--- src/rtl/fir_xifu_mem_responder.sv ---
// fir_xifu_mem_responder
// Stand-in for the core LSU on the CV-X-IF memory interface of the FIR XIFU.
// Accepted mem_req transactions are forwarded to a single OBI data port.
// Outstanding accesses are tracked in an in-order ID FIFO, and one registered
// mem_result is returned per completed access.
//
// Build option: define FIR_XIFU_MEM_MISALIGN_CHECK_EN to enable misalignment
// detection and the synchronous exception path. Without it, every request is
// forwarded to OBI unchanged and mem_resp_exc_o/mem_resp_exccode_o are tied to 0.

module fir_xifu_mem_responder #(
  parameter int unsigned X_ID_WIDTH      = 4,
  parameter int unsigned MAX_OUTSTANDING = 2
) (
  input  logic                  clk_i,
  input  logic                  rst_i,
  // X-IF memory request / response
  input  logic                  mem_valid_i,
  output logic                  mem_ready_o,
  input  logic [X_ID_WIDTH-1:0] mem_req_id_i,
  input  logic [31:0]           mem_req_addr_i,
  input  logic                  mem_req_we_i,
  input  logic [3:0]            mem_req_be_i,
  input  logic [31:0]           mem_req_wdata_i,
  output logic                  mem_resp_exc_o,
  output logic [5:0]            mem_resp_exccode_o,
  // X-IF memory result
  output logic                  mem_result_valid_o,
  output logic [X_ID_WIDTH-1:0] mem_result_id_o,
  output logic [31:0]           mem_result_rdata_o,
  output logic                  mem_result_err_o,
  // OBI data port
  output logic                  obi_req_o,
  input  logic                  obi_gnt_i,
  output logic [31:0]           obi_addr_o,
  output logic                  obi_we_o,
  output logic [3:0]            obi_be_o,
  output logic [31:0]           obi_wdata_o,
  input  logic                  obi_rvalid_i,
  input  logic [31:0]           obi_rdata_i,
  input  logic                  obi_err_i
);

  localparam int unsigned CNT_W = $clog2(MAX_OUTSTANDING + 1);
  localparam int unsigned PTR_W = (MAX_OUTSTANDING > 1) ? $clog2(MAX_OUTSTANDING) : 1;
  localparam logic [CNT_W-1:0] CNT_MAX  = CNT_W'(MAX_OUTSTANDING);
  localparam logic [PTR_W-1:0] PTR_LAST = PTR_W'(MAX_OUTSTANDING - 1);

  localparam logic [5:0] EXC_LOAD_MISALIGNED  = 6'd4;
  localparam logic [5:0] EXC_STORE_MISALIGNED = 6'd6;

  // ID FIFO state
  logic [X_ID_WIDTH-1:0] fifo_id_q [MAX_OUTSTANDING];
  logic [X_ID_WIDTH-1:0] fifo_id_d [MAX_OUTSTANDING];
  logic                  fifo_we_q [MAX_OUTSTANDING];
  logic                  fifo_we_d [MAX_OUTSTANDING];
  logic [PTR_W-1:0]      wr_ptr_q, wr_ptr_d;
  logic [PTR_W-1:0]      rd_ptr_q, rd_ptr_d;
  logic [CNT_W-1:0]      count_q, count_d;

  // Registered result
  logic                  res_valid_q, res_valid_d;
  logic [X_ID_WIDTH-1:0] res_id_q, res_id_d;
  logic [31:0]           res_rdata_q, res_rdata_d;
  logic                  res_err_q, res_err_d;

  logic misaligned;
  logic fifo_full;
  logic fifo_empty;
  logic push;
  logic pop;
  logic [X_ID_WIDTH-1:0] head_id;
  logic                  head_we;

  assign fifo_full  = (count_q == CNT_MAX);
  assign fifo_empty = (count_q == '0);
  assign head_id    = fifo_id_q[rd_ptr_q];
  assign head_we    = fifo_we_q[rd_ptr_q];

  // Misalignment detection: only full-word accesses are checked
  always_comb begin
    misaligned = 1'b0;
`ifdef FIR_XIFU_MEM_MISALIGN_CHECK_EN
    misaligned = (mem_req_addr_i[1:0] != 2'b00) && (mem_req_be_i == 4'b1111);
`endif
  end

  // Request path: OBI request, X-IF ready and payload pass-through, all combinational
  always_comb begin
    obi_req_o   = mem_valid_i && !misaligned && !fifo_full;
    mem_ready_o = (mem_valid_i && misaligned) || (obi_req_o && obi_gnt_i);
    obi_addr_o  = mem_valid_i ? mem_req_addr_i  : '0;
    obi_we_o    = mem_valid_i && mem_req_we_i;
    obi_be_o    = mem_valid_i ? mem_req_be_i    : '0;
    obi_wdata_o = mem_valid_i ? mem_req_wdata_i : '0;
  end

  // Synchronous mem_resp: non-zero only in the handshake cycle of a misaligned request
  always_comb begin
    mem_resp_exc_o     = 1'b0;
    mem_resp_exccode_o = '0;
    if (mem_valid_i && mem_ready_o && misaligned) begin
      mem_resp_exc_o     = 1'b1;
      mem_resp_exccode_o = mem_req_we_i ? EXC_STORE_MISALIGNED : EXC_LOAD_MISALIGNED;
    end
  end

  // FIFO control: push on OBI address handshake, pop on response while non-empty
  always_comb begin
    push = obi_req_o && obi_gnt_i;
    pop  = obi_rvalid_i && !fifo_empty;
  end

  // FIFO next state; a simultaneous push and pop leaves count unchanged
  always_comb begin
    fifo_id_d = fifo_id_q;
    fifo_we_d = fifo_we_q;
    wr_ptr_d  = wr_ptr_q;
    rd_ptr_d  = rd_ptr_q;
    count_d   = count_q;
    if (push) begin
      fifo_id_d[wr_ptr_q] = mem_req_id_i;
      fifo_we_d[wr_ptr_q] = mem_req_we_i;
      wr_ptr_d = (wr_ptr_q == PTR_LAST) ? '0 : wr_ptr_q + 1'b1;
    end
    if (pop) begin
      rd_ptr_d = (rd_ptr_q == PTR_LAST) ? '0 : rd_ptr_q + 1'b1;
    end
    case ({push, pop})
      2'b10:   count_d = count_q + 1'b1;
      2'b01:   count_d = count_q - 1'b1;
      default: count_d = count_q;
    endcase
  end

  // Result next state: one-cycle pulse carrying the popped head; stores return 0 data
  always_comb begin
    res_valid_d = pop;
    res_id_d    = pop ? head_id : '0;
    res_rdata_d = (pop && !head_we) ? obi_rdata_i : '0;
    res_err_d   = pop && obi_err_i;
  end

  // FIFO and result registers, flushed by the asynchronous reset
  always_ff @(posedge clk_i or posedge rst_i) begin
    if (rst_i) begin
      for (int unsigned i = 0; i < MAX_OUTSTANDING; i++) begin
        fifo_id_q[i] <= '0;
        fifo_we_q[i] <= 1'b0;
      end
      wr_ptr_q    <= '0;
      rd_ptr_q    <= '0;
      count_q     <= '0;
      res_valid_q <= 1'b0;
      res_id_q    <= '0;
      res_rdata_q <= '0;
      res_err_q   <= 1'b0;
    end else begin
      fifo_id_q   <= fifo_id_d;
      fifo_we_q   <= fifo_we_d;
      wr_ptr_q    <= wr_ptr_d;
      rd_ptr_q    <= rd_ptr_d;
      count_q     <= count_d;
      res_valid_q <= res_valid_d;
      res_id_q    <= res_id_d;
      res_rdata_q <= res_rdata_d;
      res_err_q   <= res_err_d;
    end
  end

  assign mem_result_valid_o = res_valid_q;
  assign mem_result_id_o    = res_id_q;
  assign mem_result_rdata_o = res_rdata_q;
  assign mem_result_err_o   = res_err_q;

`ifndef SYNTHESIS
  // Flag OBI responses that arrive with nothing outstanding; they are dropped
  always_ff @(posedge clk_i) begin
    if (!rst_i) begin
      assert (!(obi_rvalid_i && fifo_empty))
        else $warning("fir_xifu_mem_responder: OBI rvalid with empty ID FIFO ignored");
    end
  end
`endif

endmodule

--- config.mk ---
export PLATFORM = sky130hd
export DESIGN_NAME = fir_xifu_mem_responder
export DESIGN_NICKNAME = d
export VERILOG_FILES = /design/src/rtl/fir_xifu_mem_responder.sv
export SDC_FILE = /design/constraint.sdc
export NUM_CORES = 1
export LEC_CHECK = 0
export ABC_CLOCK_PERIOD_IN_PS = 1540
export BUFFER_PORTS_ARGS = -buffer_cell sky130_fd_sc_hd__buf_2
export CAP_MARGIN = 10
export CORE_MARGIN = 3
export CORE_UTILIZATION = 33
export DETAILED_ROUTE_END_ITERATION = 8
export PLACE_DENSITY_LB_ADDON = 0.1
export SYNTH_ARGS = -nofsm -noshare
export SYNTH_HDL_FRONTEND = slang
export SYNTH_SLANG_ARGS = --single-unit
--- constraint.sdc ---
create_clock -name clk_i -period 1.54 [get_ports clk_i]
set_clock_uncertainty 0.1 [all_clocks]
set_input_delay 0.308 -clock clk_i [delete_from_list [all_inputs] [get_ports clk_i]]
set_output_delay 0.308 -clock clk_i [all_outputs]
set_load 0.005 [all_outputs]
### Word-level counts from Yosys, hierarchy flattened

Index checks and enable logic that the tools add are counted.

* bits in registers: 52
* input bits: 111
* output and inout port bits: 116

* add/subtract/negate cells: 4
* $lt $le $gt $ge: 3
* eq/ne operators: 3
* muxes and demuxes: 20
* bitwise gates (word level): 2
* reduce and logical (&&, ||, !) cells: 12

Operator list (number)
* $mux W32: 3
* $mux W4: 6
* $bwmux W8: 1
* $logic_and A1 B1 Y1: 7
* $mux W1: 6
* $demux W4 S1: 1
* $eq A2 B2 Y1 const B: 2
* $ge A2 B2 Y1 const B: 2
* $not A1 Y2: 2
* $pmux W2 S2: 1
* $logic_not A1 Y1: 3
* $add A1 B1 Y1 const B: 2
* $add A2 B1 Y2 const B: 1
* $bwmux W2: 1
* $eq A2 B1 Y1 const B: 1
* $logic_not A2 Y1: 1
* $lt A2 B1 Y1 const B: 1
* $reduce_bool A2 Y1: 1
* $sub A2 B1 Y2 const B: 1
* $demux W1 S1: 1

### Longest topological paths before layout

Gate-level depths: netlist of the first run.

* depth in word-level cells: 7
* depth in mapped cells: 6
* depth with buffers taken out: 6

### Worst setup path before layout of the first run

No wires, ideal clock.

* path kind: flip-flop to flip-flop
* start point: register count_q[1]
* end point: register count_q[1]
* arrival: 1.323 ns
* data required time: 1.361 ns
* setup slack: 0.038 ns
* stages on the path, launching flop included: 6
* buffers on the path: 0
* cell sequence: dfrtp_1 > o21ai_2 > inv_1 > ha_1 > nor2_1 > xor2_1

* elaborated cells on any way between the ends: 13
* classes of those cells: 2 x add/sub; 3 x eq/ne; 1 x mux; 7 x reduce/logical

RTL lines
* from (decl): RTL line 59 `logic [CNT_W-1:0] count_q, count_d;`
* from (signal assigned): RTL line 163 `count_q <= count_d;`
* $logic_not A2 Y1 *: RTL line 76 `assign fifo_empty = (count_q == '0);`
* $logic_not A1 Y1 *: RTL line 111 `pop = obi_rvalid_i && !fifo_empty;`
* $logic_and A1 B1 Y1 *: RTL line 111
* named net pop: RTL line 71 `logic pop;`
* $eq A2 B1 Y1 / $eq A2 B2 Y1 (equally long branches): RTL line 129 `case ({push, pop})`
* $pmux W2 S2 / $reduce_bool A2 Y1 (equally long branches)

The timed path passes the listed nets; every way through them passes the cells marked *.
A chain may end at the register's enable or synchronous reset.

### Worst setup path after layout of the first run

* start point: register count_q[1]
* end point: register res_rdata_q[14], in the netlist mem_result_rdata_o[14]

* word-level cells in the longest chain between the ends: 5

RTL lines
* $logic_not A2 Y1: RTL line 76
* $logic_not A1 Y1: RTL line 111
* $logic_and A1 B1 Y1: RTL line 111
* $logic_and A1 B1 Y1: RTL line 140 `res_rdata_d = (pop && !head_we) ? obi_rdata_i : '0;`
* $mux W32: RTL line 140
* named net res_rdata_d[14]: RTL line 64 `logic [31:0] res_rdata_q, res_rdata_d;`
* to (signal assigned): RTL line 166 `res_rdata_q <= res_rdata_d;`
* to (decl): RTL line 64

The timed path passes the listed nets, and every way through them passes these cells.

==> results.md, run 1 <==
- VDD sags by at most slightly below 0.7 mV.
- The worst hold path belongs to the class in -> reg.
- The congestion estimate from routability-driven global placement came to 0.807.
- Measured along the x axis, the die boundary spans 90.4 um.
- The die footprint is approximately 8000 um2.
- The final reports fail on negative setup slack.
- The number of setup violations in the final report is 21.
- The worst setup path is of the reg -> reg kind.
- The flow ran to the end, but the final reports show violations.
- For this run, the top clock speed supported by timing is 641 MHz.
- In this run the count of I/O pins placed on the die edge is about 230.
- The violation count after the first detailed-routing iteration is 76.
- The areal power density over the cells is approximately 1200 nW/um2.
- Yosys printed 0 warnings.
- The hold path endpoint is mem_result_rdata_o[18]$_DFF_PP0_.
- The deepest level of the CTS H-tree is 2.
- For the worst setup path, the data arrival time is 1.70 ns.
- The floorplan step defined a core boundary enclosing between 6000 and 7000 um2.
- The vertical die dimension is 90.4 um.
- The area growth from synthesis to final layout is 64.5%.
- The share of the Yosys chip area taken by registers is 55.3%.
- The first global-routing pass estimated 11200 um of wire.
- Entering global routing, the biggest net connects 37 pins.
- The post-detailed-route wirelength per cell is roughly 14 um.
- Detailed placement finished with a half-perimeter wire length of about 5800 um.
- The number of global-route vias before repair is 2131.
- The post-route netlist has about three fifths of its cells at a drive strength greater than 1.
- The worst hold path passes through 2 cells.
- The overall via count from detail_route is 2189.
- The utilization after layout is 56.3%.
- The launch instance of the worst register-to-register path is count_q[1]$_DFFE_PP0P_.
- The number of antenna violations at the first check in global routing came to 0.
- The worst setup path is launched from a flop.
- Fill cells in the final layout number around 660.
- Global routing finished with a remaining overflow of 0.
- The total number of clock tree sinks is 52.
- Counting distinct cell types in the post-synthesis netlist gives 20.
- Along the worst path, the maximum fanout reaches 16.
- The clock slew at the register clock pins of the worst setup and hold paths is 0.08 ns.
- After floorplanning, the core was divided into 30 placement rows.
- For the worst setup path, the data required time is about 1.7 ns.
- The leakage component of the power is 0.00226 uW.
- The later pin in the worst-skew pair is clocked with a latency of approximately 0.29 ns.
- Synthesis produced a netlist whose cell count is 211.
- The number of clock buffers added by TritonCTS is 5.
- After detailed routing, the number of vias per cell comes to 4.06.
- The repair_antennas step left the layout with diodes totalling 0.
- The first detailed-routing pass took 4 iterations.
- Setup repair after global routing could not meet its margin everywhere.
- The worst path setup slack after routing is -0.0200 ns.
- The start point of the worst hold path is obi_rdata_i[18].
- A synthesized cell averages 11.1 um2.
- The endpoint of the lowest-slack register-to-register path is mem_result_rdata_o[14]$_DFF_PP0_.
- The wire length after detailed routing is 7550 um.
- After detailed routing, the number of remaining DRC violations is 0.
- Once detail routing completed, the nets flagged for antenna violations numbered 0.
- The count of input and output buffers is 219.
- CTS placed an instance of clkbuf_8 at the clock tree root.
- The number of nets in the layout is 556.
- Global routing used between 15 and 20% of the available tracks across all layers.
- TritonCTS built the clock tree.
- The part of the cycle the worst path needs is 101%.
- The cell area that synthesis handed to floorplanning was 2350 um2.
- The smallest clock period supported by the final layout is computed as about 1.6 ns.
- The max-slew violation count is 0.
- The number of cells on the worst reg-to-reg path is 6.
- The hold violation count in the final report is 0.
- Hold timing on the final database bottoms out at a slack of 0.114 ns.
- The flop-to-flop setup slack is -0.02 ns.
- The clock passes through at most 2 buffers.
- Across the run, the number of max-cap violations was 0.
- The worst setup path is captured at a flop.
- The initial utilization of the core area, before any placement, comes to 34.2%.
- The synthesized flop and latch total is between 50 and 60.
## layer usage
metal  GRT usage (%)  share of wire, %  vias to the layer above
met4            4.72               1.2                        0
met5               0                 0                        -
li1                -                 -                     1092
met1            20.2                38                      984
met2            31.1                53                      107
met3            4.83               7.4                        6
## stage by stage
step / power (uW) / cells / setup WS (ns) / setup TNS (ns) / instance area (um2)
3_5_place_dp: 3590 / 523 / 0.0243 / 0 / 3580
4_1_cts: 4570 / 533 / -0.00979 / -0.00979 / 3740
5_1_grt: 5170 / 539 / -0.0885 / -1.77 / 3870
6_report: 4810 / 539 / -0.0200 / -0.231 / 3870
2_1_floorplan: 2830 / 217 / 0.0378 / 0 / 2380
3_3_place_gp: 3540 / 523 / 0.0794 / 0 / 3580
## how the worst max path moves through the flow
| stage | start | to | slack [ns] | cells after the start |
|---|---|---|---|---|
| 2_1_floorplan | count_q[1]$_DFFE_PP0P_ | count_q[1]$_DFFE_PP0P_ | 0.04 | 5 |
| 6_report | count_q[1]$_DFFE_PP0P_ | mem_result_rdata_o[14]$_DFF_PP0_ | -0.02 | 6 |
| 3_5_place_dp | count_q[1]$_DFFE_PP0P_ | fifo_id_q[6]$_DFFE_PP0P_ | 0.02 | 3 |
| 5_1_grt | count_q[1]$_DFFE_PP0P_ | count_q[1]$_DFFE_PP0P_ | -0.09 | 7 |
| 4_1_cts | count_q[1]$_DFFE_PP0P_ | mem_ready_o | -0.01 | 5 |
| 3_3_place_gp | count_q[1]$_DFFE_PP0P_ | fifo_id_q[4]$_DFFE_PP0P_ | 0.08 | 3 |
## logic make-up after synthesis
logic type                 Yosys count  share of synthesized area, %
AOI/OAI and AO/OA                    2                         0.905
xor gates and xnor gates             5                          1.86
adders and majority gates            1                         0.532
buffers and inverters               23                          5.06
DFF                                 52                          55.3
muxes                               14                          6.49
other                                1                         0.160
and+or+nand+nor                    113                          29.6
## area by class of cell
type                            count  area [um2]  share of cell area [%]
Timing Repair Buffer              240        1320                    34.2
Tap cell                           96         120                    3.11
Clock buffer                        5        68.8                    1.78
Inverter                            3        17.5                   0.453
Sequential cell                    52        1300                    33.7
Multi-Input combinational cell    142        1010                    26.0
Clock inverter                      1        30.0                   0.776
## Yosys cell counts
cell,instances,share of area (%)
and2_1,103,27
dfrtp_1,52,55
mux2_2,10,4.8
clkbuf_1,8,1.3
buf_4,7,2.2
buf_2,5,1.1
nor2_1,5,0.80
mux2i_1,4,1.7
xnor2_1,4,1.5
inv_1,3,0.48
a211oi_2,1,0.53
and4b_1,1,0.43
conb_1,1,0.16
ha_1,1,0.53
nand2b_1,1,0.27
nand3_1,1,0.21
nand4_1,1,0.27
nor2b_1,1,0.27
o21ai_2,1,0.37
xor2_1,1,0.37
## registers in the layout, summed over array words and instances (netlist names)
name                cells
mem_result_rdata_o     32
fifo_id_q               8
mem_result_id_o         4
count_q                 2
fifo_we_q               2
mem_result_err_o        1
mem_result_valid_o      1
rd_ptr_q                1
wr_ptr_q                1
## worst max-delay path, stage by stage, from the launching register on
cell       delay, ns
dfrtp_2         0.40
buf_6           0.11
o21ai_4         0.07
buf_6           0.13
a211oi_4        0.33
clkbuf_16       0.25
and2_4          0.13
## power by group
| group | switching (uW) | total, uW | internal (uW) |
|---|---|---|---|
| Sequential | 181 | 1990 | 1810 |
| Clock | 397 | 864 | 467 |
| Combinational | 816 | 1960 | 1140 |
| Total | 1390 | 4810 | 3420 |
## cell usage in the layout (no fill, tap or decap)
master and n:
nor2b_1 1, and2_4 6, conb_1 7, buf_2 218
nand3_4 1, mux2i_1 4, nor2_1 5, clkbuf_16 2
xnor2_1 4, buf_6 4, inv_4 1, and4b_2 1
clkinvlp_4 1, a211oi_4 1, dfrtp_2 1, nand2b_4 1
and2_1 97, dfrtp_1 51, buf_12 1, ha_2 1
nand4_1 1, inv_2 1, bufinv_16 1, clkbuf_8 5
dlygate4sd3_1 1, buf_4 14, mux2_2 10, xor2_1 1
o21ai_4 1
## repair_timing
action                                  in CTS  in global routing
hold buffers                                 1                  0
pin swaps                                    4                  9
endpoints found under the hold margin       19                  0
gates cloned                                 0                  2
resized for setup                            8                 13
endpoints found under the setup margin       2                 36
setup buffers                                3                  5
Note: power is estimated with default switching activity, not from simulation.
==> inputs of run 2 (changes only) <==
- ABC_AREA: unset -> 1
- CAP_MARGIN: 10 -> unset
- CORE_UTILIZATION: 33 -> 34
==> run 2 against run 1 <==
Effect of this change: the flow still finishes with violations (negative setup slack); worst hold slack lost 0.0032 ns; register-to-register slack barely moved; worst setup slack worse by 0.066 ns; clock-buffer cell count increased by 2; first-iteration DRC count decreased by 1.3%; non-clock buffer count rose by 5; global-route usage decreased by 0.53 points; synthesized area grew 11%; sequential share of layout area fell by 2.2 points; critical path type is now reg -> out.
==> results.md, run 2 <==
- The worst hold path belongs to the class in -> reg.
- The wire length after detailed routing is 7750 um (+2.7%).
- The number of I/O pins is 227 (unchanged).
- The number of flip-flops under the largest register name is 32 (unchanged).
- The total number of clock tree sinks is 52 (unchanged).
- The initial core utilization is 35.5% (+1.3 points).
- The area growth from synthesis to layout is 58.0%.
- The areal power density over the cells was 1170 nW/um2 (-6.0%).
- The global-route wire length before repair was 11900 um (+6.2%).
- The overall via count from detail_route was 2744 (+25%).
- Yosys attributes the largest share of cell area to dfrtp_1, inv_1, nand2_1, nor2_1, nor2_2.
- The final critical path time including I/O delays and setup came to 1.63 ns (+0.0660 ns).
- The checks that failed: negative setup slack.
- The hold violation count in the final report was 0 (unchanged).
- The total number of placement rows is 31 (+3.3%).
- Among all flip-flop cells after synthesis, the most frequent one is dfrtp_1.
- The run finished, with violations left.
- The violation count after the first detailed-routing iteration is 75 (-1.3%).
- The average size of a mapped cell came to 7.38 um2 (-34%).
- Leaving out fill and tap cells, the most frequent cell in the layout is buf_2.
- The clock latency of the later-clocked register in the worst-skew pair is 0.29 ns (about the same).
- The number of antenna violations at the first check in global routing is 0 (unchanged).
- STA classifies the critical path endpoint as an output pin.
- The fmax is 615 MHz (-4.1%).
- The overall overflow remaining after global route is 0 (unchanged).
- The number of cells on the worst reg-to-reg path is 7 (+1).
- The endpoint of the lowest-slack register-to-register path is mem_result_rdata_o[7]$_DFF_PP0_.
- The top-area cell type share of the netlist area is 49.7% (-5.7 points).
- The max-slew violation count is 0 (unchanged).
- The data required time of the critical path was 1.13 ns (-0.55 ns).
- The x dimension of the die is 93.8 um (+3.7%).
- The vertical die dimension is 93.8 um (+3.7%).
- The global-route met2 utilization is 31.0% (-0.13 points).
- The synthesized instance count is 355 (+68%).
- The count of antenna-violating nets left after detailed routing was 0 (unchanged).
- The commonest cells after synthesis are inv_1, nand2_1, dfrtp_1.
- By instance count, the leading cell after synthesis is inv_1.
- Counting stages on the worst path, the most repeated cell is buf_6.
- The part of the Yosys area used for sequential elements is 49.7% (-5.7 points).
- The number of vias per cell is 3.97 (-2.4%).
- The flop-to-flop setup slack is -0.02 ns (about the same).
- In this run the clock root is driven by a clkbuf_8.
- The largest net degree at the start of global routing is 41 (+11%).
- The maximum fanout along the worst path is 2 (-14).
- The clock buffer count from CTS was 5 (unchanged).
- The start point of the worst hold path is obi_rdata_i[28].
- The worst vdd rail ir drop was 0.464 mV (-32%).
- The HPWL after detailed placement is 6190 um (+6.9%).
- The multi-input logic area is 795 um2 (-21%).
- The number of synthesized flops with an enable pin is 0 (unchanged).
- The number of filler cells placed in the layout is 723 (+10%).
- The routability congestion estimate from global placement is 0.811 (+0.40%).
- The number of diodes added for antenna fixing is 0 (unchanged).
- The area of the core region is 7370 um2 (+7.3%).
- The first-pass detailed-route iteration total is 4 (unchanged).
- The utilization after layout is 56.1% (-0.16 points).
- The largest stage delay on the critical path is 0.43 ns (+0.03 ns).
- The die footprint came to 8790 um2 (+7.6%).
- The count of input and output buffers is 219 (unchanged).
- In the layout the commonest cells are buf_2, nand2_1, inv_1.
- The synthesized flop and latch total is 52 (unchanged).
- The hold path endpoint is mem_result_rdata_o[28]$_DFF_PP0_.
- The data arrival time at the worst-slack endpoint is 1.22 ns (-0.48 ns).
- The clock slew at the register clock pins of the worst setup and hold paths was 0.09 ns (about the same).
- The part of the cycle the worst path needs is 106% (+4.3 points).
- The deepest level of the CTS H-tree is 2 (unchanged).
- The most used routing layer is met2.
- The worst path setup slack after routing is -0.0860 ns (-0.0660 ns).
- The buffer levels on the longest clock path is 2 (unchanged).
- Setup repair after global routing could not meet its margin everywhere.
- The signal on the critical path passes through a21oi_4 > nand2_2 > buf_6 > inv_2 > buf_6.
- The total routing resource utilization after global routing came to 16.8% (-0.53 points).
- The cell accounting for the most synthesized area is dfrtp_1.
- The post-detailed-route wirelength per cell was 11.2 um (-20%).
- The post-synthesis async set-or-reset flop share is 100% (unchanged).
- The number of setup violations in the final report is 23 (+9.5%).
- The max capacitance violation total was 0 (unchanged).
- The number of synthesis warnings is 0 (unchanged).
- The launch instance of the worst register-to-register path is count_q[1]$_DFFE_PP0P_.
- The distinct cell type count after synthesis was 21 (+5.0%).
- The global routing met3 resource utilization is 5.93% (+1.1 points).
- The number of buffer and inverter instances along the worst setup path is 3 (unchanged).
- The sequential cell area is 1300 um2 (unchanged).
- The count of cells along the worst hold path is 3 (+1).
- The met1 track demand over resource was 18.3% (-2.0 points).
- The number of design rule violations left after detail routing is 0 (unchanged).
- The slowest stage of the critical path belongs to the cell dfrtp_2.
- The worst slack at placement is -0.0301 ns (-0.0544 ns).
- The number of nets in the layout is 704 (+27%).
- The classification of the worst setup path is reg -> out.
- The leakage component of the power is 0.00306 uW (+36%).
- The family with the most delay on the worst path is flip-flops.
- The number of global-route vias before repair is 2658 (+25%).
- The clock tree from TritonCTS is done.
- The element type at the critical path start is a flop.
- The share of final-layout standard cells stronger than drive strength 1 was 46.7% (-14 points).
- The netlist area before placement is 2620 um2 (+11%).
[run 2: cell count changes in the layout (fill, tap and decap cells not counted), sizes merged, moves of 10 or more]
cell / change
inv: +112
nand2: +111
and2: -103
nor2: +30
nand4: +11
mux2: -10
[run 2: worst max path at each step]
stage / start / end / slack (ns) / cells after the start
floorplan: mem_valid_i / count_q[1]$_DFFE_PP0P_ / 0.02 / 8
global placement: mem_valid_i / count_q[1]$_DFFE_PP0P_ / 0.04 / 8
detailed placement: mem_valid_i / count_q[1]$_DFFE_PP0P_ / -0.03 / 8
CTS: count_q[1]$_DFFE_PP0P_ / mem_ready_o / -0.10 / 5
global route: count_q[1]$_DFFE_PP0P_ / mem_ready_o / -0.16 / 5
finish: count_q[1]$_DFFE_PP0P_ / mem_ready_o / -0.09 / 5
[run 2: per-layer routing]
layer	routed length, um	part of all wire, %
met1	2800	36
met4	58	0.75
met3	795	10
met2	4100	53
met5	0	0
[run 2: stage by stage]
step | hold WS (ns) | setup TNS (ns) | cells | cell area, um2 | total power (uW)
floorplan | 0.263 | 0 | 361 | 2650 | 2970
global placement | 0.312 | 0 | 672 | 3850 | 3680
detailed placement | 0.314 | -0.0301 | 672 | 3850 | 3710
CTS | 0.0977 | -0.200 | 685 | 4010 | 4620
global route | 0.0986 | -1.49 | 692 | 4140 | 5230
finish | 0.111 | -0.289 | 692 | 4140 | 4840
[run 2: report_power, final]
part	leakage, uW	internal [uW]	switching, uW
clock	0.0000445	366	430
sequential	0.000684	1780	173
combinational	0.00233	1050	1040
total	0.00306	3200	1640
[run 2: worst min-delay path, stage by stage]
cell and delay, ns:
buf_2 0.09, inv_1 0.04, nor2_1 0.03
[run 2: kinds of logic after synthesis]
kind of cell             Yosys count  synth area share [%]
other                              1                 0.143
flip-flops                        52                  49.7
XOR/XNOR                           3                  1.00
buffers and inverters            136                  22.2
adder cells (fa/ha/maj)            1                 0.478
AND/OR/NAND/NOR                  159                  25.2
AO/OA/AOI/OAI                      3                  1.29
[run 2: cell type report]
type / count / share of cell area [%]
timing repair buffer: 245 / 33.5
sequential: 52 / 31.5
multi-input combinational: 173 / 19.2
inverter: 115 / 10.6
tap: 99 / 2.99
clock buffer: 7 / 2.09
clock inverter: 1 / 0.181
[run 2: what timing repair did]
| action | CTS | global route |
|---|---|---|
| pin swaps | 2 | 2 |
| resized for setup | 7 | 8 |
| hold buffers | 1 | 0 |
| setup endpoints to repair | 3 | 24 |
| cloned | 0 | 3 |
| setup buffers | 4 | 4 |
| hold endpoints to repair | 52 | 0 |
